==> config.mk <==
export PLATFORM = sky130hd
export DESIGN_NAME = mipi_csi_transmitter
export DESIGN_NICKNAME = d
export VERILOG_FILES = /design/src/rtl/mipi_csi_pkg.sv /design/src/rtl/mipi_csi_transmitter_crc16.sv /design/src/rtl/mipi_csi_transmitter.sv
export SDC_FILE = /design/constraint.sdc
export NUM_CORES = 1
export LEC_CHECK = 0
export CAP_MARGIN = 20
export CORE_AREA = 2 2 102 104
export CTS_BUF_LIST = sky130_fd_sc_hd__clkbuf_2
export CTS_CLUSTER_DIAMETER = 40
export DETAILED_ROUTE_END_ITERATION = 10
export DIE_AREA = 0 0 104 106
export GPL_TIMING_DRIVEN = 0
export PLACE_DENSITY = 0.77
export REMOVE_ABC_BUFFERS = 1
export SYNTH_ARGS = -nofsm -noshare
export SYNTH_HDL_FRONTEND = slang
export SYNTH_SLANG_ARGS = --single-unit
==> constraint.sdc <==
create_clock -name byte_clk -period 2.8 [get_ports byte_clk]
set_input_delay 0.42 -clock byte_clk [delete_from_list [all_inputs] [get_ports byte_clk]]
set_output_delay 0.42 -clock byte_clk [all_outputs]
set_load 0.03 [all_outputs]
==> src/rtl/mipi_csi_pkg.sv <==
// Shared CSI-2 definitions: data types, sync byte, FSM states, header ECC and payload CRC.
package mipi_csi_pkg;

    localparam logic [7:0] DT_FS     = 8'h00;
    localparam logic [7:0] DT_FE     = 8'h01;
    localparam logic [7:0] DT_RAW8   = 8'h2A;
    localparam logic [7:0] SYNC_BYTE = 8'hB8;

    typedef enum logic [2:0] {
        StIdle,
        StSync,
        StHdrA,
        StHdrB,
        StPayload,
        StFooter,
        StGap
    } csi_state_e;

    typedef enum logic [1:0] {
        KindFs,
        KindLine,
        KindFe
    } pkt_kind_e;

    // CSI-2 6-bit Hamming parity over {WC[15:0], DI[7:0]}.
    function automatic logic [5:0] csi_ecc(input logic [23:0] d);
        logic [5:0] p;
        p[0] = d[0]  ^ d[1]  ^ d[2]  ^ d[4]  ^ d[5]  ^ d[7]  ^ d[10] ^ d[11] ^ d[13] ^ d[16]
             ^ d[20] ^ d[21] ^ d[22] ^ d[23];
        p[1] = d[0]  ^ d[1]  ^ d[3]  ^ d[4]  ^ d[6]  ^ d[8]  ^ d[10] ^ d[12] ^ d[14] ^ d[17]
             ^ d[20] ^ d[21] ^ d[22] ^ d[23];
        p[2] = d[0]  ^ d[2]  ^ d[3]  ^ d[5]  ^ d[6]  ^ d[9]  ^ d[11] ^ d[12] ^ d[15] ^ d[18]
             ^ d[20] ^ d[21] ^ d[22];
        p[3] = d[1]  ^ d[2]  ^ d[3]  ^ d[7]  ^ d[8]  ^ d[9]  ^ d[13] ^ d[14] ^ d[15] ^ d[19]
             ^ d[20] ^ d[21] ^ d[23];
        p[4] = d[4]  ^ d[5]  ^ d[6]  ^ d[7]  ^ d[8]  ^ d[9]  ^ d[16] ^ d[17] ^ d[18] ^ d[19]
             ^ d[20] ^ d[22] ^ d[23];
        p[5] = d[10] ^ d[11] ^ d[12] ^ d[13] ^ d[14] ^ d[15] ^ d[16] ^ d[17] ^ d[18] ^ d[19]
             ^ d[21] ^ d[22] ^ d[23];
        return p;
    endfunction

    // One byte of CRC-16 (poly 0x8408 reflected), bits consumed LSB first.
    function automatic logic [15:0] crc16_byte(input logic [15:0] crc, input logic [7:0] b);
        logic [15:0] c;
        c = crc;
        for (int i = 0; i < 8; i++) begin
            if (c[0] ^ b[i]) begin
                c = (c >> 1) ^ 16'h8408;
            end else begin
                c = c >> 1;
            end
        end
        return c;
    endfunction

endpackage

==> src/rtl/mipi_csi_transmitter_crc16.sv <==
// Two-byte-per-cycle CRC-16 accumulator for line payloads.
module csi_crc16
    import mipi_csi_pkg::*;
(
    input  logic        byte_clk,
    input  logic        reset,
    input  logic        init,
    input  logic        en,
    input  logic [7:0]  data_lo,
    input  logic [7:0]  data_hi,
    output logic [15:0] crc
);

    logic [15:0] crc_q;
    logic [15:0] crc_d;

    // Seed on init; otherwise fold lane0 byte then lane1 byte when enabled.
    always_comb begin
        crc_d = crc_q;
        if (init) begin
            crc_d = 16'hFFFF;
        end else if (en) begin
            crc_d = crc16_byte(crc16_byte(crc_q, data_lo), data_hi);
        end
    end

    // CRC state register.
    always_ff @(posedge byte_clk) begin
        if (reset) begin
            crc_q <= 16'hFFFF;
        end else begin
            crc_q <= crc_d;
        end
    end

    assign crc = crc_q;

endmodule

==> src/rtl/mipi_csi_transmitter.sv <==
// 2-lane CSI-2 byte-level transmitter: frames a pixel stream into FS, line and FE packets.
module mipi_csi_transmitter
    import mipi_csi_pkg::*;
#(
    parameter int unsigned LINE_BYTES = 1280,
    parameter int unsigned LINES      = 480,
    parameter logic [7:0]  DATA_TYPE  = 8'h2A,
    parameter logic [1:0]  VC         = 2'd0,
    parameter int unsigned GAP        = 8
) (
    input  logic        byte_clk,
    input  logic        reset,
    input  logic        start,
    input  logic [15:0] pix_data,
    input  logic        pix_valid,
    output logic        pix_ready,
    output logic [7:0]  lane0_byte,
    output logic [7:0]  lane1_byte,
    output logic        hs_valid,
    output logic        busy,
    output logic        frame_done,
    output logic        underrun
);

    localparam int unsigned BEATS  = LINE_BYTES / 2;
    localparam int unsigned BEAT_W = (BEATS > 1) ? $clog2(BEATS) : 1;
    localparam int unsigned LINE_W = (LINES > 1) ? $clog2(LINES) : 1;
    localparam int unsigned GAP_W  = (GAP > 1) ? $clog2(GAP) : 1;

    localparam logic [BEAT_W-1:0] LAST_BEAT = BEAT_W'(BEATS - 1);
    localparam logic [LINE_W-1:0] LAST_LINE = LINE_W'(LINES - 1);
    localparam logic [GAP_W-1:0]  LAST_GAP  = GAP_W'(GAP - 1);

    csi_state_e        state_q, state_d;
    pkt_kind_e         kind_q, kind_d;
    logic [BEAT_W-1:0] beat_q, beat_d;
    logic [LINE_W-1:0] line_q, line_d;
    logic [GAP_W-1:0]  gap_q, gap_d;
    logic [15:0]       frame_q, frame_d;

    logic [7:0]  lane0_d, lane1_d;
    logic        hs_valid_d, pix_ready_d, busy_d, frame_done_d, underrun_d;

    logic [7:0]  di;
    logic [15:0] wc;
    logic [7:0]  ecc;
    logic [7:0]  pay_lo, pay_hi;
    logic [15:0] crc;

    // FSM and bookkeeping registers.
    always_ff @(posedge byte_clk) begin
        if (reset) begin
            state_q <= StIdle;
            kind_q  <= KindFs;
            beat_q  <= '0;
            line_q  <= '0;
            gap_q   <= '0;
            frame_q <= 16'h0000;
        end else begin
            state_q <= state_d;
            kind_q  <= kind_d;
            beat_q  <= beat_d;
            line_q  <= line_d;
            gap_q   <= gap_d;
            frame_q <= frame_d;
        end
    end

    // Next-state: packet walk FS -> LINES x line -> FE -> idle.
    always_comb begin
        state_d = state_q;
        kind_d  = kind_q;
        beat_d  = beat_q;
        line_d  = line_q;
        gap_d   = gap_q;
        frame_d = frame_q;
        case (state_q)
            StIdle: begin
                if (start) begin
                    state_d = StSync;
                    kind_d  = KindFs;
                    beat_d  = '0;
                    line_d  = '0;
                    gap_d   = '0;
                    // Frame number 0 is reserved, so wrap skips it.
                    frame_d = (frame_q == 16'hFFFF) ? 16'h0001 : frame_q + 16'd1;
                end
            end
            StSync:  state_d = StHdrA;
            StHdrA:  state_d = StHdrB;
            StHdrB: begin
                beat_d  = '0;
                gap_d   = '0;
                state_d = (kind_q == KindLine) ? StPayload : StGap;
            end
            StPayload: begin
                if (beat_q == LAST_BEAT) begin
                    state_d = StFooter;
                end else begin
                    beat_d = beat_q + 1'b1;
                end
            end
            StFooter: begin
                gap_d   = '0;
                state_d = StGap;
            end
            StGap: begin
                if (gap_q == LAST_GAP) begin
                    case (kind_q)
                        KindFs: begin
                            kind_d  = KindLine;
                            line_d  = '0;
                            state_d = StSync;
                        end
                        KindLine: begin
                            state_d = StSync;
                            if (line_q == LAST_LINE) begin
                                kind_d = KindFe;
                            end else begin
                                line_d = line_q + 1'b1;
                            end
                        end
                        default: state_d = StIdle;
                    endcase
                end else begin
                    gap_d = gap_q + 1'b1;
                end
            end
            default: state_d = StIdle;
        endcase
    end

    // Header fields for the packet about to be on the lanes.
    always_comb begin
        case (kind_d)
            KindLine: begin
                di = {VC, DATA_TYPE[5:0]};
                wc = 16'(LINE_BYTES);
            end
            KindFe: begin
                di = {VC, DT_FE[5:0]};
                wc = frame_d;
            end
            default: begin
                di = {VC, DT_FS[5:0]};
                wc = frame_d;
            end
        endcase
        ecc    = {2'b00, csi_ecc({wc, di})};
        // Missing pixels are zero-filled so the burst never stalls.
        pay_lo = pix_valid ? pix_data[7:0]  : 8'h00;
        pay_hi = pix_valid ? pix_data[15:8] : 8'h00;
    end

    // Outputs are decoded from the next state so the registers line up with state_q.
    always_comb begin
        lane0_d      = 8'h00;
        lane1_d      = 8'h00;
        hs_valid_d   = 1'b0;
        pix_ready_d  = 1'b0;
        busy_d       = (state_d != StIdle);
        frame_done_d = 1'b0;
        underrun_d   = underrun;
        if (state_q == StIdle && start) begin
            underrun_d = 1'b0;
        end
        case (state_d)
            StSync: begin
                lane0_d    = SYNC_BYTE;
                lane1_d    = SYNC_BYTE;
                hs_valid_d = 1'b1;
            end
            StHdrA: begin
                lane0_d    = di;
                lane1_d    = wc[7:0];
                hs_valid_d = 1'b1;
            end
            StHdrB: begin
                lane0_d      = wc[15:8];
                lane1_d      = ecc;
                hs_valid_d   = 1'b1;
                frame_done_d = (kind_d == KindFe);
                // Ready runs one cycle ahead: data taken now is on the lanes next cycle.
                pix_ready_d  = (kind_d == KindLine);
            end
            StPayload: begin
                lane0_d     = pay_lo;
                lane1_d     = pay_hi;
                hs_valid_d  = 1'b1;
                pix_ready_d = (beat_d != LAST_BEAT);
                if (!pix_valid) begin
                    underrun_d = 1'b1;
                end
            end
            StFooter: begin
                lane0_d    = crc[7:0];
                lane1_d    = crc[15:8];
                hs_valid_d = 1'b1;
            end
            default: ;
        endcase
    end

    // Registered outputs.
    always_ff @(posedge byte_clk) begin
        if (reset) begin
            lane0_byte <= 8'h00;
            lane1_byte <= 8'h00;
            hs_valid   <= 1'b0;
            pix_ready  <= 1'b0;
            busy       <= 1'b0;
            frame_done <= 1'b0;
            underrun   <= 1'b0;
        end else begin
            lane0_byte <= lane0_d;
            lane1_byte <= lane1_d;
            hs_valid   <= hs_valid_d;
            pix_ready  <= pix_ready_d;
            busy       <= busy_d;
            frame_done <= frame_done_d;
            underrun   <= underrun_d;
        end
    end

    csi_crc16 u_crc (
        .byte_clk (byte_clk),
        .reset    (reset),
        .init     (state_d == StSync),
        .en       (state_d == StPayload),
        .data_lo  (pay_lo),
        .data_hi  (pay_hi),
        .crc      (crc)
    );

endmodule
==> impl_metrics.csv <==
group,metric,value,unit
status,run_status,"finished, violations left",
status,violations,"negative setup slack",
drt,avgRoutedWirePerCell,18.33,um
logic_synthesis,avgSynthCellArea,7.996,sq um
cts,numCtsBuffers,9,
placed_design,pre_cts_slack,-1192,ps
sta,tightestPinTransition,1044,ps
sta,fmax,0.3290,GHz
drt,num_vias,5494,
cts,clock_sink_count,80,
critical_path,timing.critical_path.slowest_cell_delay,600,ps
floorplanning,core_area,0.01000,sq mm
cts,clk_pin_slew_worst_paths,230,ps
cts,cts_max_level,3,
sta,fin_ws,-239.7,ps
pwr,power.combinational.fraction,27.8,%
critical_path,regToRegSetupSlack,-240,ps
placed_design,hpwlAfterDp,10290,um
cells_and_area,n_antenna_cell,0,
critical_path,cp.required,3290,ps
logic_synthesis,dominant_cells_by_area_after_synthesis,"sky130_fd_sc_hd__dfxtp_1, sky130_fd_sc_hd__xnor2_1, sky130_fd_sc_hd__nor2_1, sky130_fd_sc_hd__nand2_1, sky130_fd_sc_hd__a21oi_1",
logic_synthesis,netlist.area_leader.share,30.21,%
worst_hold_path,min_delay_worst_endpoint,"lane1_byte[7]",
pwr,netSwitchingPower,817.0,uW
critical_path,endpoint_of_the_worst_slack_reg_to_reg_timing_path,"lane1_byte[2]",
floorplanning,die_height,106,um
sta,timing.final.crit_share,108.6,%
worst_hold_path,hold_path.class,"in2reg",
sta,report.final.setup_viol,6,
grt,gr-usage-all-layers,28.26,%
floorplanning,io-pin-count,41,
logic_synthesis,syn_inst,663,
logic_synthesis,async_flop_share,0,%
drt,drt-total-wl,15980,um
floorplanning,dieWidth,104,um
sta,fin_setup_tns,-892.9,ps
cts,clock_insertion_delay_worst_skew,590,ps
drt,number_of_design_rule_violations_left_by_the_first_detailed_router_iteration,492,
logic_synthesis,synth_sequential_area_ratio,30.21,%
critical_path,timing.critical_path.fanout_max,6,
drt,route.detailed.drc,0,
sta,final_period_minus_worst_setup_slack,3040,ps
logic_synthesis,synth_top_area_cell,"sky130_fd_sc_hd__dfxtp_1",
job,max_cap_violations,0,
pwr,power_switching_share,32.80,%
pwr,leakage,0.002525,uW
grt,grt_pass1_vias,5195,
grt,pin_count_of_the_biggest_net_entering_global_routing,48,
placed_design,dpl-instance-area,0.005787,sq mm
cts,cts_buffer_depth,2,
critical_path,crit_path_buf_inv_count,1,
critical_path,crit_slowest_cell,"sky130_fd_sc_hd__or4b_4",
placed_design,globalplace.congestion,0.8831,
grt,grt_antenna_before_repair,0,
sta,hold_viol_final,0,
worst_hold_path,holdCritStartpoint,"pix_data[15]",
cells_and_area,final-instance-count-excl-fill,872,
logic_synthesis,dominantRegCellSynth,"sky130_fd_sc_hd__dfxtp_1",
sta,timing.slew.headroom,30.37,%
logic_synthesis,synth_enable_flop_cells,0,
critical_path,cp_data_arrival_time,3530,ps
critical_path,critPathLaunchType,"register",
critical_path,path_delay_family,"simple AND/OR/NAND/NOR gates",
pwr,power_frac_clock,24.7,%
pwr,seq_power_share,47.5,%
drt,drt_pass1_iterations,5,
worst_hold_path,holdPathStages,3,
pwr,power.density_cell_area,372.2,mW/mm^2
cts,ctsRootBufferMaster,"sky130_fd_sc_hd__clkbuf_2",
cells_and_area,final_design_area_no_fill,0.006693,sq mm
critical_path,path_cells,"or4b_4 -> buf_6 -> nor4_4 -> o211a_1 -> nor2_2 -> xor3_1 -> nand2b_1 -> a2111o_1 -> o211ai_1",
cts,tritoncts_clock_tree,"done",
floorplanning,rows,37,
floorplanning,initial_utilization,53.02,%
placed_design,numPortBuffers,40,
logic_synthesis,syn_area,0.005301,sq mm
pwr,vdd.ir_drop.worst,231.1,uV
drt,final_antenna_net_count,0,
critical_path,type_of_the_worst_setup_path,"reg2reg",
logic_synthesis,synth.distinct_cells,68,
sta,rsz0062_at_grt,"yes",
floorplanning,dieArea,0.01102,sq mm
pwr,cell_internal_pwr,1674,uW
placed_design,placed_cells,808,
grt,grt_overflow_total,0,
critical_path,cp-end-kind,"register",
cells_and_area,finish.utilization,66.93,%
cells_and_area,area.growth.synth_to_final,26.25,%
sta,drv_slew,0,
sta,skew,32.37,ps
cells_and_area,num-nets-final,756,
logic_synthesis,ys_ff_latch,80,
grt,first_pass_grt_wire_length,25020,um
cells_and_area,layout-drive-gt1-share,20.24,%
drt,detail_route.vias_per_cell,6.300,
logic_synthesis,yosys_warnings,0,
critical_path,r2r_cells,9,
critical_path,rr_startpoint,"state_q[2]",
==> cell type report <==
| class | count | area [sq um] |
|---|---|---|
| Tap cell | 136 | 170.2 |
| Multi-Input combinational cell | 544 | 3928 |
| Inverter | 7 | 26.28 |
| Sequential cell | 80 | 1634 |
| Clock inverter | 7 | 62.56 |
| Timing Repair Buffer | 89 | 827.0 |
| Fill cell | 819 | 3307 |
| Clock buffer | 9 | 45.04 |
==> synthesized netlist by cell type, types with 6 or more instances <==
cell / number
sky130_fd_sc_hd__nand2b_1: 10
sky130_fd_sc_hd__nor4_1: 9
sky130_fd_sc_hd__a211oi_1: 6
sky130_fd_sc_hd__mux2i_1: 6
sky130_fd_sc_hd__o211ai_1: 12
sky130_fd_sc_hd__nor2_1: 76
sky130_fd_sc_hd__nor2b_1: 10
sky130_fd_sc_hd__xor2_1: 23
sky130_fd_sc_hd__a31oi_1: 7
sky130_fd_sc_hd__nand3_1: 21
sky130_fd_sc_hd__inv_1: 7
sky130_fd_sc_hd__nand4_1: 11
sky130_fd_sc_hd__dfxtp_1: 80
sky130_fd_sc_hd__xnor3_1: 10
sky130_fd_sc_hd__nand2_1: 73
sky130_fd_sc_hd__nor3_1: 16
sky130_fd_sc_hd__a21oi_1: 46
sky130_fd_sc_hd__xnor2_1: 48
sky130_fd_sc_hd__clkbuf_1: 28
sky130_fd_sc_hd__o21ai_0: 37
sky130_fd_sc_hd__a32oi_1: 6
sky130_fd_sc_hd__nand3b_1: 6
sky130_fd_sc_hd__and3_1: 15
==> per-layer routing <==
layer | wire (um) | track usage (%)
met2 | 7684 | 49.48
met5 | 0 | 0
met3 | 1320 | 5.273
met4 | 675 | 14.19
met1 | 6300 | 33.19
==> through the flow <==
step	hold slack (ps)	power [uW]
after detailed placement	484.8	1760
after floorplan	451.6	1585
after global routing	460.4	2596
after global placement	468.2	1743
final	477.3	2491
after CTS	435.0	2450
==> worst register-to-register path, cell delays in order, from the launching register on <==
cell and delay (ps):
sky130_fd_sc_hd__dfxtp_4 420, sky130_fd_sc_hd__or4b_4 600, sky130_fd_sc_hd__buf_6 170, sky130_fd_sc_hd__nor4_4 270, sky130_fd_sc_hd__o211a_1 250, sky130_fd_sc_hd__nor2_2 80, sky130_fd_sc_hd__xor3_1 430, sky130_fd_sc_hd__nand2b_1 190
sky130_fd_sc_hd__a2111o_1 410, sky130_fd_sc_hd__o211ai_1 150
==> worst max path at each step <==
| stage | cells past startpoint | endpoint | from |
|---|---|---|---|
| CTS | 9 | lane1_byte[2] | state_q[2] |
| global placement | 7 | lane1_byte[3] | state_q[1] |
| floorplan | 6 | lane1_byte[3] | state_q[2] |
| finish | 9 | lane1_byte[2] | state_q[2] |
| detailed placement | 9 | lane1_byte[2] | start |
| global route | 9 | lane1_byte[2] | state_q[2] |
==> power by group through the flow <==
stage | clock network, uW | logic, uW | registers (uW)
final | 615 | 693 | 1180
after global placement | 0 | 525 | 1220
after global routing | 677 | 732 | 1190
after detailed placement | 0 | 540 | 1220
after floorplan | 0 | 338 | 1250
after CTS | 626 | 643 | 1180
==> cells in the final DEF, fill, tap and decap left out, types with 8 or more instances in the layout <==
master                            netlist  routed
sky130_fd_sc_hd__o211ai_1              12      12
sky130_fd_sc_hd__xnor2_1               48      44
sky130_fd_sc_hd__o21ai_0               37      36
sky130_fd_sc_hd__clkbuf_2               0       9
sky130_fd_sc_hd__a21oi_1               46      41
sky130_fd_sc_hd__buf_4                  0      39
sky130_fd_sc_hd__dfxtp_1               80      66
sky130_fd_sc_hd__xnor3_1               10      10
sky130_fd_sc_hd__clkdlybuf4s50_1        0      37
sky130_fd_sc_hd__nor2b_1               10       8
sky130_fd_sc_hd__nand2b_1              10      10
sky130_fd_sc_hd__nor3_1                16      11
sky130_fd_sc_hd__nand3_1               21      20
sky130_fd_sc_hd__nor2_1                76      70
sky130_fd_sc_hd__dfxtp_2                0       8
sky130_fd_sc_hd__nand2_1               73      71
sky130_fd_sc_hd__nand4_1               11      11
sky130_fd_sc_hd__and3_1                15      14
sky130_fd_sc_hd__xor2_1                23      21
==> what timing repair did <==
item / CTS / global route
buffers inserted: 39 / 9
cloned: 1 / 0
endpoints found under the hold margin: 0 / 0
hold buffers: 0 / 0
pin swaps: 28 / 14
setup endpoints to repair: 34 / 19
gates resized for setup: 69 / 27
==> cell families (layout without fill, tap and decap cells) <==
kind of cell	after synthesis	count (layout)	share of synthesized area [%]
AND/OR/NAND/NOR	278	279	26.22
AO/OA/AOI/OAI	171	171	21.24
XOR/XNOR	83	83	16.88
flip-flops	80	80	30.21
buffers and inverters	40	112	3.139
multiplexers	6	6	1.133
adder cells (fa/ha/maj)	5	5	1.180
==> sequential cells by signal, indices dropped and copies added, names as in the netlist <==
name and flops:
beat_q 10, busy 1, frame_done 1, frame_q 16, gap_q 3, hs_valid 1
kind_q 2, lane0_byte 8, lane1_byte 8, line_q 9, pix_ready 1, state_q 3
u_crc.crc 16, underrun 1
No activity file was read; power rests on OpenSTA's default activity.
